## src/rtl/audio_pkg.sv

```systemverilog
// Shared state encoding, effect indices and note tables for audio_sfx_scheduler.
package audio_pkg;

   typedef enum logic [1:0] {
      IDLE  = 2'd0,
      MUSIC = 2'd1,
      SFX   = 2'd2,
      GAP   = 2'd3
   } state_t;

   // Effect indices double as bit positions in sfx_req, pending and sfx_ack.
   localparam logic [1:0] EFF_JUMP  = 2'd0;
   localparam logic [1:0] EFF_COIN  = 2'd1;
   localparam logic [1:0] EFF_CRASH = 2'd2;

   localparam logic [7:0] NOTE_REST = 8'd0;

   localparam logic [3:0][7:0] JUMP_NOTES  = {8'd37, 8'd32, 8'd29, 8'd25};
   localparam logic [3:0][7:0] COIN_NOTES  = {8'd0,  8'd49, 8'd49, 8'd44};
   localparam logic [3:0][7:0] CRASH_NOTES = {8'd8,  8'd13, 8'd17, 8'd20};

   function automatic logic [2:0] prio_grant(input logic [2:0] pend);
      logic [2:0] g;
      g = 3'b000;
      if (pend[EFF_CRASH])     g[EFF_CRASH] = 1'b1;
      else if (pend[EFF_COIN]) g[EFF_COIN]  = 1'b1;
      else if (pend[EFF_JUMP]) g[EFF_JUMP]  = 1'b1;
      return g;
   endfunction

   function automatic logic [1:0] grant_index(input logic [2:0] grant);
      logic [1:0] idx;
      idx = EFF_JUMP;
      if (grant[EFF_CRASH])     idx = EFF_CRASH;
      else if (grant[EFF_COIN]) idx = EFF_COIN;
      return idx;
   endfunction

   function automatic logic [7:0] effect_note(input logic [1:0] effect,
                                              input logic [1:0] step);
      logic [7:0] n;
      case (effect)
         EFF_JUMP:  n = JUMP_NOTES[step];
         EFF_COIN:  n = COIN_NOTES[step];
         EFF_CRASH: n = CRASH_NOTES[step];
         default:   n = NOTE_REST;
      endcase
      return n;
   endfunction

endpackage

```

## src/rtl/audio_sfx_scheduler_step_timer.sv

```systemverilog
// step_timer: loadable down-counter that stops at zero and pulses done once per load.
module step_timer #(
   parameter int CNT_W = 4
) (
   input  logic             clk,
   input  logic             rst_n,
   input  logic             load,
   input  logic [CNT_W-1:0] load_val,
   output logic             done
);

   logic [CNT_W-1:0] cnt_q, cnt_d;
   logic             armed_q, armed_d;

   always_comb begin
      cnt_d   = cnt_q;
      armed_d = armed_q;
      if (load) begin
         cnt_d   = load_val;
         armed_d = 1'b1;
      end else if (cnt_q != '0) begin
         cnt_d = cnt_q - 1'b1;
      end else begin
         armed_d = 1'b0;
      end
   end

   always_ff @(posedge clk or negedge rst_n) begin
      if (!rst_n) begin
         cnt_q   <= '0;
         armed_q <= 1'b0;
      end else begin
         cnt_q   <= cnt_d;
         armed_q <= armed_d;
      end
   end

   // armed keeps a counter that idles at zero from reporting done again.
   assign done = armed_q && (cnt_q == '0);

endmodule

```

## src/rtl/audio_sfx_scheduler.sv

```systemverilog
// Mixes background music with prioritised jump/coin/crash sound effects.
// Define SFX_PREEMPT_EN to let a crash edge cut a running jump or coin effect short.
module audio_sfx_scheduler #(
   parameter int unsigned STEP_CYCLES = 4194304,
   parameter int unsigned GAP_CYCLES  = 1048576
) (
   input  logic       clk,
   input  logic       rst_n,
   input  logic       game_active,
   input  logic [2:0] sfx_req,
   input  logic [7:0] music_note,
   output logic [7:0] note_out,
   output logic       music_hold,
   output logic [2:0] sfx_ack,
   output logic       sfx_busy
);
   import audio_pkg::*;

   localparam int unsigned MAX_CYCLES = (STEP_CYCLES > GAP_CYCLES) ? STEP_CYCLES : GAP_CYCLES;
   localparam int CNT_W = ($clog2(MAX_CYCLES) > 0) ? $clog2(MAX_CYCLES) : 1;
   localparam logic [CNT_W-1:0] STEP_LOAD = CNT_W'(STEP_CYCLES - 1);
   localparam logic [CNT_W-1:0] GAP_LOAD  = CNT_W'(GAP_CYCLES - 1);

   state_t     state_q, state_d;
   logic [2:0] pending_q, pending_d;
   logic [2:0] req_prev_q;
   logic [1:0] effect_q, effect_d;
   logic [1:0] step_q, step_d;
   logic [7:0] note_q, note_d;
   logic [2:0] ack_q, ack_d;

   logic [2:0]       edges;
   logic [2:0]       pend_vis;
   logic [2:0]       grant_pend;
   logic [2:0]       grant;
   logic             preempt;
   logic             tmr_load;
   logic [CNT_W-1:0] tmr_val;
   logic             tmr_done;

   assign edges = sfx_req & ~req_prev_q;

`ifdef SFX_PREEMPT_EN
   assign preempt = (state_q == SFX) && (effect_q != EFF_CRASH) && game_active
                    && edges[EFF_CRASH];
`else
   assign preempt = 1'b0;
`endif

   // Jump and coin are only eligible while a run is in progress outside IDLE.
   always_comb begin
      pend_vis = pending_q;
      if (!game_active || state_q == IDLE) pend_vis[1:0] = 2'b00;
   end

   // NOTE: every signal this block drives gets a default first, so no latch is inferred.
   always_comb begin
      state_d    = state_q;
      effect_d   = effect_q;
      step_d     = step_q;
      ack_d      = 3'b000;
      grant_pend = 3'b000;
      tmr_load   = 1'b0;
      tmr_val    = STEP_LOAD;

      case (state_q)
         IDLE: begin
            if (pend_vis[EFF_CRASH]) grant_pend = prio_grant(pend_vis);
            else if (game_active)    state_d    = MUSIC;
         end
         MUSIC: begin
            if (|pend_vis)         grant_pend = prio_grant(pend_vis);
            else if (!game_active) state_d    = IDLE;
         end
         SFX: begin
            if (preempt) begin
               state_d = SFX;
            end else if (effect_q != EFF_CRASH && !game_active) begin
               state_d = IDLE;
            end else if (tmr_done) begin
               if (step_q == 2'd3) begin
                  if (|pend_vis) begin
                     state_d  = GAP;
                     tmr_load = 1'b1;
                     tmr_val  = GAP_LOAD;
                  end else if (game_active) begin
                     state_d = MUSIC;
                  end else begin
                     state_d = IDLE;
                  end
               end else begin
                  step_d   = step_q + 2'd1;
                  tmr_load = 1'b1;
               end
            end
         end
         GAP: begin
            if (tmr_done) begin
               if (|pend_vis) grant_pend = prio_grant(pend_vis);
               else           state_d    = IDLE;
            end
         end
         default: state_d = IDLE;
      endcase

      // A preempting crash is granted straight from its edge, never from pending.
      grant = preempt ? 3'b100 : grant_pend;
      if (|grant) begin
         state_d  = SFX;
         effect_d = grant_index(grant);
         step_d   = 2'd0;
         ack_d    = grant;
         tmr_load = 1'b1;
         tmr_val  = STEP_LOAD;
      end

      pending_d = (pending_q & ~grant_pend) | (edges & ~(preempt ? 3'b100 : 3'b000));
      if (!game_active || state_q == IDLE) pending_d[1:0] = 2'b00;

      case (state_d)
         MUSIC:   note_d = music_note;
         SFX:     note_d = effect_note(effect_d, step_d);
         default: note_d = NOTE_REST;
      endcase
   end

   // NOTE: sequential state uses non-blocking assignments so every flop samples pre-edge values.
   always_ff @(posedge clk or negedge rst_n) begin
      if (!rst_n) begin
         state_q    <= IDLE;
         pending_q  <= 3'b000;
         req_prev_q <= 3'b000;
         effect_q   <= EFF_JUMP;
         step_q     <= 2'd0;
         note_q     <= NOTE_REST;
         ack_q      <= 3'b000;
      end else begin
         state_q    <= state_d;
         pending_q  <= pending_d;
         req_prev_q <= sfx_req;
         effect_q   <= effect_d;
         step_q     <= step_d;
         note_q     <= note_d;
         ack_q      <= ack_d;
      end
   end

   step_timer #(
      .CNT_W (CNT_W)
   ) u_step_timer (
      .clk      (clk),
      .rst_n    (rst_n),
      .load     (tmr_load),
      .load_val (tmr_val),
      .done     (tmr_done)
   );

   assign note_out   = note_q;
   assign sfx_ack    = ack_q;
   assign music_hold = (state_q != MUSIC);
   assign sfx_busy   = (state_q == SFX) || (state_q == GAP);

endmodule

```

## config.mk

```make
export PLATFORM = sky130hd
export DESIGN_NAME = audio_sfx_scheduler
export DESIGN_NICKNAME = d
export VERILOG_FILES = /design/src/rtl/audio_pkg.sv /design/src/rtl/audio_sfx_scheduler_step_timer.sv /design/src/rtl/audio_sfx_scheduler.sv
export SDC_FILE = /design/constraint.sdc
export NUM_CORES = 1
export LEC_CHECK = 0
export ABC_AREA = 1
export CORE_UTILIZATION = 35
export DETAILED_ROUTE_END_ITERATION = 6
export GPL_ROUTABILITY_DRIVEN = 0
export PLACE_DENSITY = 0.59
export RECOVER_POWER = 50
export SLEW_MARGIN = 20
export SYNTH_ARGS = -nofsm -noshare
export SYNTH_HDL_FRONTEND = slang
export SYNTH_SLANG_ARGS = --single-unit
```

## constraint.sdc

```tcl
create_clock -name clk -period 3.29 [get_ports clk]
set_clock_uncertainty 0.05 [all_clocks]
set_input_delay 0.658 -clock clk [delete_from_list [all_inputs] [get_ports clk]]
set_output_delay 0.658 -clock clk [all_outputs]
set_load 0.02 [all_outputs]
```

==> results of run 1 <==
registers in the layout (all words and copies together) (netlist names):
signal                flops
effect_q                  2
step_q                    2
sfx_ack                   3
u_step_timer.cnt_q       22
req_prev_q                3
pending_q                 3
u_step_timer.armed_q      1
note_out                  8
state_q                   2
Yosys cell counts, types with 2 or more instances:
master	n
nand3_2	4
ha_1	6
xor2_1	7
nand4_1	3
o21ai_0	14
nand3b_1	3
nor2_2	8
nor3_1	10
nand3_1	16
nor2_4	3
o31ai_1	2
o211ai_1	2
inv_2	5
a21oi_1	13
clkbuf_1	2
nor2_1	38
dfrtp_1	46
nand2_1	59
nand2_2	7
inv_1	43
o21ai_1	2
cell usage in the layout, fill, tap and decap left out, types with 4 or more instances in the layout:
cell	synthesis	final
nand2_2	7	6
xor2_1	7	7
a21oi_1	13	13
clkdlybuf4s50_1	0	22
nor2_1	38	39
nand3_1	16	16
nand3_2	4	4
dfrtp_1	46	46
clkbuf_8	0	5
nor3_1	10	10
ha_1	6	6
inv_2	5	5
o21ai_0	14	14
nor2_2	8	7
nand2_1	59	61
inv_1	43	43
report_power, final:
part	switching [W]	internal, W
Sequential	0.00000133	0.000569
Clock	0.000194	0.000226
Combinational	0.0000165	0.0000143
Total	0.000212	0.000809
per-stage QoR:
stage / setup slack [ns] / utilization (%) / power, W / hold slack (ns)
5_1_grt: 0.134 / 43.4 / 0.00107 / 0.399
2_1_floorplan: 1.00 / - / 0.000586 / 0.312
3_3_place_gp: 0.300 / 41.9 / 0.000615 / 0.370
4_1_cts: 0.589 / 43.6 / 0.00104 / 0.395
3_5_place_dp: 0.278 / 41.9 / 0.000614 / 0.386
6_report: 0.610 / 43.4 / 0.00102 / 0.391
worst max-delay path, cell delays in order:
cell and delay, ns:
clkdlybuf4s50_1 0.49, inv_1 0.07, nor2_2 0.17, inv_1 0.06, nor2_1 0.13, nor2_1 0.09, nand2_1 0.07, nand2_1 0.04
nor2_1 0.13, inv_1 0.05, o41ai_1 0.06, o211ai_1 0.16, inv_1 0.11, ha_1 0.33, nand2_1 0.10, a21oi_1 0.14
area by class of cell:
type | count | area (µm²)
clock inverters | 3 | 45.0
repair buffers | 26 | 254
inverters | 49 | 184
well taps | 96 | 120
clock buffers | 5 | 68.8
multi-input cells | 211 | 1140
flip-flops and latches | 46 | 1150
fillers | 686 | 3870
kinds of logic (layout without fill, tap and decap cells):
kind of cell,after synthesis,in the layout,share of synthesized area [%]
and+or+nand+nor,158,158,30.8
buffers and inverters,52,83,7.86
DFF,46,46,46.1
AOI/OAI and AO/OA,39,39,9.46
xor gates and xnor gates,8,8,2.80
adders and majority gates,6,6,3.00
path summary, 6_finish.rpt:
| path | end | slack (ns) | cells past startpoint |
|---|---|---|---|
| min in group asynchronous | u_step_timer.cnt_q[6] | 1.04 | 1 |
| min reg2reg | pending_q[2] | 0.39 | 1 |
| max | note_out[2] | 0.61 | 16 |
| min | pending_q[2] | 0.39 | 1 |
| max reg2reg | note_out[0] | 0.76 | 16 |
| max in group asynchronous | sfx_ack[2] | 0.77 | 1 |
per-layer routing:
layer / part of all wire (%) / vias to the layer above
met5: 0 / -
met4: 1.2 / 0
met3: 3.2 / 8
li1: - / 1051
met2: 47 / 33
met1: 48 / 950
==> results.py, run 1 <==
metrics = {
    "status": {
        "status": "finished with violations",
        "violations": "max-capacitance violations, max-slew violations",
    },
    "global_route": {
        "met3_usage_pct": 3.14,
        "overflow": 0,
        "grt_util_all_layers_pct": 14.7,
        "grtUsageMet2_pct": 24.5,
        "gr-max-usage-layer": "met2",
        "grt_pass1_wl_um": 8740,
        "grt_pass1_vias": 1955,
        "antenna_found_initial": 0,
        "grt_util_met1_pct": 19.2,
        "grt_max_degree": 47,
    },
    "synth": {
        "synth_area_leaders": "dfrtp_1 46%, nand2_1 8.9%, inv_1 6.5%, nor2_1 5.7%, nand3_1 3.2%",
        "ys_ff_latch": 46,
        "syn_inst": 309,
        "synth_edf_count": 0,
        "synth.largest_area_cell": "dfrtp_1",
        "synthArstFlopShare_pct": 100,
        "yosysTopAreaCellShare_pct": 46.1,
        "synth_nets": 329,
        "avgSynthCellArea_um2": 8.09,
        "syn-cell-area_um2": 2500,
        "synthFlopType": "dfrtp_1",
        "ys_warn_count": 0,
        "synth.distinct_cells": 37,
        "yosysSeqAreaShare_pct": 46.1,
    },
    "sta": {
        "fin_crit_ns": 2.68,
        "fin_crit_sh_pct": 81.5,
        "fmax_mhz": 373,
        "tightest_slew_ns": 2.43,
        "relSlewSlack_pct": -61.7,
        "setup_viol": 0,
        "tns_ns": 0,
        "rsz0062_at_grt": "no",
        "final_max_slew_viol_count": 47,
        "finalHoldViolCount": 0,
    },
    "final_layout": {
        "syn_to_final_growth_pct": 18.5,
        "fin_area_um2": 2960,
        "final_cells": 436,
        "n_antenna_cell": 0,
        "final_layout_size_suffix_gt1_share_pct": 10.9,
        "nNetsFinal": 359,
    },
    "clocking": {
        "cts-root-buf": "clkbuf_8",
        "cts_tree": "done",
        "cts-resized-gates": 0,
        "clock-sinks": 46,
        "clockBufferDepth": 2,
        "htree_levels": 2,
        "post_cts.repair.setup_buffers": 0,
        "cts_inserted_buffers": 5,
        "hold_buffers": 0,
        "insertion_delay_ns": 0.30,
        "clk_pin_slew_ns": 0.09,
    },
    "critical_path": {
        "cp_data_required_time_ns": 3.47,
        "crit_path_start": "game_active",
        "end_kind": "flop",
        "r2r_start": "u_step_timer.cnt_q[14]",
        "crit_arrival_ns": 2.86,
        "crit_path_max_fanout": 8,
        "worstSetupPathType": "in -> reg",
        "start_kind": "input pin",
    },
    "route": {
        "drtIter0Drc": 50,
        "drc": 0,
        "antenna_left": 0,
        "wire_per_inst_um": 11.3,
        "routed_wirelength_um": 4950,
        "via_count": 2042,
        "firstDrtPassIters": 4,
        "via_per_inst": 4.68,
    },
    "job": {
        "cap_violations": 1,
    },
    "power": {
        "vdd_drop_max_uv": 210,
        "power_density_nw_per_um2": 345,
        "p_leak_nw": 1.32,
    },
    "place": {
        "dpl.cell_count": 428,
        "hpwl_um": 3760,
        "port_buffers": 26,
        "placed_area_um2": 2860,
    },
    "floorplan": {
        "die_area_um2": 7480,
        "num_rows": 30,
        "initial_core_util_pct": 36.6,
        "coreArea_um2": 6830,
        "ios": 27,
        "die_h_um": 86.5,
        "die_w_um": 86.5,
    },
    "hold_path": {
        "min-delay-path-class": "reg -> reg",
        "worstHoldStart": "req_prev_q[2]",
    },
}
Note: power is estimated with default switching activity, not from simulation.
==> run 2: changes to the inputs <==
PLACE_DENSITY = 0.61   (was 0.59)
clock period = 2.2 ns   (was 3.29 ns; I/O delays follow)
==> results.py, run 2 (synthesized netlist as in run 1, its figures left out) <==
metrics = {
    "status": {
        "status": "finished with violations",
        "violations": "negative setup slack",
    },
    "critical_path": {
        "worstSetupPathType": "reg -> reg",
        "crit_path_max_fanout": 5,
        "timing.critical_path.buf_inv": 3,
        "cp_slowest_stage_delay_ns": 0.40,
        "path_cells": "nor2_2 -> nand2_2 -> nor2_4 -> buf_6 -> nand4_4 -> nand2_4 -> o31ai_4 -> buf_4 -> nand2_4 -> inv_4 -> ha_4 -> nor3_2 -> o21ai_1 -> a21oi_2",
        "cp_data_required_time_ns": 2.39,
        "crit_top_cell": "nand2_4",
        "end_kind": "flop",
        "crit_family": "simple AND/OR/NAND/NOR gates",
        "worst_path_max_delay_cell": "dfrtp_1",
        "crit_arrival_ns": 2.51,
        "start_kind": "flop",
    },
    "final_layout": {
        "final_common_cell": "buf_4",
        "fillCellCount": 585,
        "n_antenna_cell": 0,
        "final_cells": 534,
        "regArea_um2": 1150,
        "regMostFlops": "u_step_timer.cnt_q",
        "final_cell_mix": "90 x buf_4, 46 x dfrtp_1, 44 x nand2_1, 35 x inv_1, 27 x nor2_1",
        "multi_input_area_um2": 1390,
        "largest_reg_flops": 22,
        "final_layout_size_suffix_gt1_share_pct": 44.1,
        "nNetsFinal": 457,
        "syn_to_final_growth_pct": 59.2,
    },
    "floorplan": {
        "ios": 27,
        "num_rows": 30,
        "coreArea_um2": 6830,
        "initial_core_util_pct": 36.6,
        "die_area_um2": 7480,
        "die_w_um": 86.5,
        "die_h_um": 86.5,
    },
    "sta": {
        "fmax_mhz": 431,
        "tightest_slew_ns": 1.16,
        "rsz0062_at_grt": "yes",
        "hold_slack_ns": 0.392,
        "fin_crit_ns": 2.32,
        "relSlewSlack_pct": 22.4,
        "fin_crit_sh_pct": 105,
        "tns_ns": -0.686,
        "setup_viol": 9,
        "fin_ws_ns": -0.120,
        "finalHoldViolCount": 0,
        "final_max_slew_viol_count": 0,
    },
    "route": {
        "routed_wirelength_um": 6850,
        "wire_per_inst_um": 12.8,
        "drtIter0Drc": 117,
        "drc": 0,
        "firstDrtPassIters": 4,
        "antenna_left": 0,
        "via_per_inst": 4.69,
        "via_count": 2503,
    },
    "place": {
        "port_buffers": 26,
        "dpl.cell_count": 492,
        "hpwl_um": 4290,
    },
    "clocking": {
        "clockBufferDepth": 2,
        "insertion_delay_ns": 0.30,
        "clock-sinks": 46,
        "htree_levels": 2,
        "clk_pin_slew_ns": 0.10,
        "cts_inserted_buffers": 5,
        "hold_buffers": 0,
        "cts_tree": "done",
        "cts-root-buf": "clkbuf_8",
    },
    "power": {
        "p_leak_nw": 1.81,
        "power_density_nw_per_um2": 395,
        "vdd_drop_max_uv": 304,
    },
    "global_route": {
        "grt_max_degree": 47,
        "overflow": 0,
        "grt_util_all_layers_pct": 18.1,
        "grt_pass1_wl_um": 10900,
        "grt_pass1_vias": 2641,
        "antenna_found_initial": 0,
    },
    "hold_path": {
        "min-delay-path-class": "reg -> reg",
    },
    "job": {
        "cap_violations": 0,
    },
}
-- run 2: cell types whose count changed in the layout (fill, tap and decap cells not counted), moves of 7 or more --
| cell | previous run | this run |
|---|---|---|
| buf_4 | 0 | 90 |
| nor2_2 | 7 | 15 |
| buf_6 | 0 | 7 |
| nor2_1 | 39 | 27 |
| inv_1 | 43 | 35 |
| nand2_1 | 61 | 44 |
| nand2_2 | 6 | 20 |
-- run 2: final cells by class --
| type | instances | share of cell area (%) |
|---|---|---|
| Timing Repair Buffer | 124 | 25.5 |
| Clock buffer | 5 | 1.73 |
| Clock inverter | 3 | 1.10 |
| Sequential cell | 46 | 28.9 |
| Multi-Input combinational cell | 211 | 34.9 |
| Inverter | 49 | 4.87 |
| Tap cell | 96 | 3.02 |
-- run 2: path summary, 6_finish.rpt --
check                                        from                      to  slack, ns  cells after the start
min in group asynchronous                   rst_n   u_step_timer.cnt_q[7]       0.40                      2
hold reg to reg                     req_prev_q[2]            pending_q[2]       0.39                      1
setup / recovery           u_step_timer.cnt_q[15]             note_out[4]      -0.12                     14
setup reg to reg           u_step_timer.cnt_q[15]             note_out[4]      -0.12                     14
max in group asynchronous                   rst_n  u_step_timer.cnt_q[19]       1.00                      2
hold / removal                      req_prev_q[2]            pending_q[2]       0.39                      1
-- run 2: power breakdown --
| group | leakage [nW] | switching (W) | internal, W | total [W] |
|---|---|---|---|---|
| Sequential | 0.499 | 0.00000222 | 0.000850 | 0.000853 |
| Combinational | 1.25 | 0.0000335 | 0.0000401 | 0.0000736 |
| Clock | 0.0585 | 0.000306 | 0.000341 | 0.000647 |
-- run 2: layer usage --
layer	part of all wire [%]	up-vias	track usage, %
met4	0.67	0	4.09
met5	0	-	0
li1	-	1239	-
met2	53	58	33.8
met1	43	1200	21.2
met3	3.4	6	3.90
-- run 2: repair_timing --
item | CTS | global route
pin swaps | 12 | 29
endpoints found under the setup margin | 8 | 11
gates resized for setup | 34 | 46
buffers inserted | 26 | 10
-- run 2: stage by stage --
stage / utilization [%] / area [µm²] / total power, W / setup slack [ns]
3_5_place_dp: 49.1 / 3360 / 0.000931 / -0.514
2_1_floorplan: - / 2500 / 0.000877 / 0.00856
5_1_grt: 58.2 / 3980 / 0.00163 / -0.299
3_3_place_gp: 49.1 / 3360 / 0.000930 / -0.487
4_1_cts: 55.2 / 3770 / 0.00159 / -0.0724
6_report: 58.2 / 3980 / 0.00157 / -0.120
==> run 3: changes to the inputs <==
CELL_PAD_IN_SITES_DETAIL_PLACEMENT = 0   (was unset)
CELL_PAD_IN_SITES_GLOBAL_PLACEMENT = 2   (was unset)
CORE_UTILIZATION = 30   (was 35)
PLACE_DENSITY = 0.8   (was 0.61)
==> results.py, run 3 (synthesized netlist as in run 1, its figures left out) <==
metrics = {
    "sta": {
        "tightest_slew_ns": 1.50,
        "setup_viol": 2,
        "finalHoldViolCount": 0,
        "relSlewSlack_pct": -0.00910,
        "fmax_mhz": 454,
        "fin_ws_ns": -0.000362,
        "final_max_slew_viol_count": 15,
        "fin_crit_ns": 2.20,
        "tns_ns": -0.000562,
        "hold_slack_ns": 0.390,
        "rsz0062_at_grt": "yes",
        "fin_crit_sh_pct": 100,
    },
    "clocking": {
        "hold_buffers": 0,
        "cts-root-buf": "clkbuf_8",
        "clk_pin_slew_ns": 0.09,
        "cts_inserted_buffers": 5,
        "clock-sinks": 46,
        "clockBufferDepth": 2,
        "insertion_delay_ns": 0.30,
        "htree_levels": 2,
        "cts_tree": "done",
    },
    "place": {
        "hpwl_um": 4720,
        "port_buffers": 26,
    },
    "global_route": {
        "antenna_found_initial": 0,
        "grt_util_all_layers_pct": 15.9,
        "grt_pass1_vias": 2345,
        "grt_pass1_wl_um": 10800,
        "overflow": 0,
        "grt_max_degree": 28,
    },
    "hold_path": {
        "min-delay-path-class": "reg -> reg",
        "worstHoldPathCells": 1,
        "worstHoldEndpoint": "pending_q[2]",
        "worstHoldStart": "req_prev_q[2]",
    },
    "floorplan": {
        "die_area_um2": 8700,
        "die_w_um": 93.3,
        "num_rows": 32,
        "coreArea_um2": 7890,
        "ios": 27,
        "die_h_um": 93.3,
        "initial_core_util_pct": 31.7,
    },
    "final_layout": {
        "final_layout_size_suffix_gt1_share_pct": 39.1,
        "nNetsFinal": 438,
        "syn_to_final_growth_pct": 53.1,
        "regMostFlops": "u_step_timer.cnt_q",
        "fillCellCount": 762,
        "n_antenna_cell": 0,
        "multi_input_area_um2": 1420,
        "largest_reg_flops": 22,
        "regArea_um2": 1150,
        "final_common_cell": "buf_4",
        "final_cell_mix": "74 x buf_4, 47 x nand2_1, 46 x dfrtp_1, 35 x inv_1, 25 x nor2_1",
    },
    "critical_path": {
        "worst_path_max_delay_cell": "dfrtp_1",
        "r2r_start": "u_step_timer.cnt_q[10]",
        "crit_path_max_fanout": 2,
        "r2r_cells": 16,
        "path_cells": "nor2_2 -> nand2_2 -> nor2_4 -> nand3_4 -> nor2_4 -> nand2_2 -> nand2_2 -> nor2_4 -> inv_2 -> o41ai_2 -> o211ai_1 -> ha_2 -> o21ai_2 -> a21oi_2 -> nand2_1 -> a21oi_1",
        "start_kind": "flop",
        "r2r_slack_ns": -0.0004,
        "crit_arrival_ns": 2.38,
        "cp_slowest_stage_delay_ns": 0.40,
        "worstSetupPathType": "reg -> reg",
        "end_kind": "flop",
        "cp_data_required_time_ns": 2.38,
        "timing.rr.end": "note_out[0]",
    },
    "route": {
        "firstDrtPassIters": 4,
        "antenna_left": 0,
        "via_per_inst": 4.48,
        "via_count": 2336,
        "drtIter0Drc": 72,
        "wire_per_inst_um": 12.2,
        "routed_wirelength_um": 6340,
        "drc": 0,
    },
    "job": {
        "cap_violations": 1,
    },
    "status": {
        "violations": "max-capacitance violations, max-slew violations, negative setup slack",
        "status": "finished with violations",
    },
    "power": {
        "vdd_drop_max_uv": 202,
        "p_total_w": 0.00146,
        "power_density_nw_per_um2": 381,
        "p_leak_nw": 1.72,
    },
}
[run 3: worst max path at each step]
stage | cells past startpoint | slack (ns) | start | to
4_1_cts | 16 | -0.08 | u_step_timer.cnt_q[15] | note_out[0]
6_report | 16 | -0.0004 | u_step_timer.cnt_q[10] | note_out[0]
3_3_place_gp | 17 | -0.49 | game_active | note_out[1]
2_1_floorplan | 17 | 0.009 | u_step_timer.cnt_q[0] | note_out[0]
5_1_grt | 16 | -0.21 | u_step_timer.cnt_q[11] | note_out[0]
3_5_place_dp | 17 | -0.52 | game_active | note_out[6]
[run 3: critical path: cells and delay by family, from the launching register on]
| family | cells | cell delay (ns) |
|---|---|---|
| simple gates | 9 | 0.85 |
| compound gates | 5 | 0.54 |
| flops | 1 | 0.40 |
| fa+ha+maj | 1 | 0.24 |
| buf+inv | 1 | 0.04 |
[run 3: layer usage]
metal  GRT usage [%]  wire length (µm)
met4            4.36                62
met1            19.9              2900
met5               0                 0
met3            3.17               156
met2            27.7              3220
[run 3: repair_timing]
action / CTS / global route
gates resized for setup: 26 / 52
setup endpoints to repair: 8 / 9
buffers inserted: 7 / 6
pin swaps: 17 / 20
gates cloned: 0 / 0
[run 3: where the power goes]
part	switching, W	total, W	internal (W)
registers	0.00000222	0.000852	0.000850
clock network	0.000290	0.000544	0.000254
logic	0.0000314	0.0000615	0.0000301
[run 3: through the flow]
stage | cells | worst slack, ns | util, % | cell area, µm²
floorplan | 309 | 0.00856 | - | 2500
global placement | 500 | -0.485 | 42.7 | 3370
detailed placement | 500 | -0.523 | 42.7 | 3370
CTS | 515 | -0.0758 | 45.6 | 3600
global route | 521 | -0.206 | 48.5 | 3830
finish | 521 | -0.000362 | 48.5 | 3830
[run 3: cell type report]
type	count	share of cell area, %
multi-input combinational	211	37.1
tap	102	3.34
inverter	49	4.94
clock inverter	1	0.131
timing repair buffer	105	22.2
clock buffer	7	2.26
sequential	46	30.1
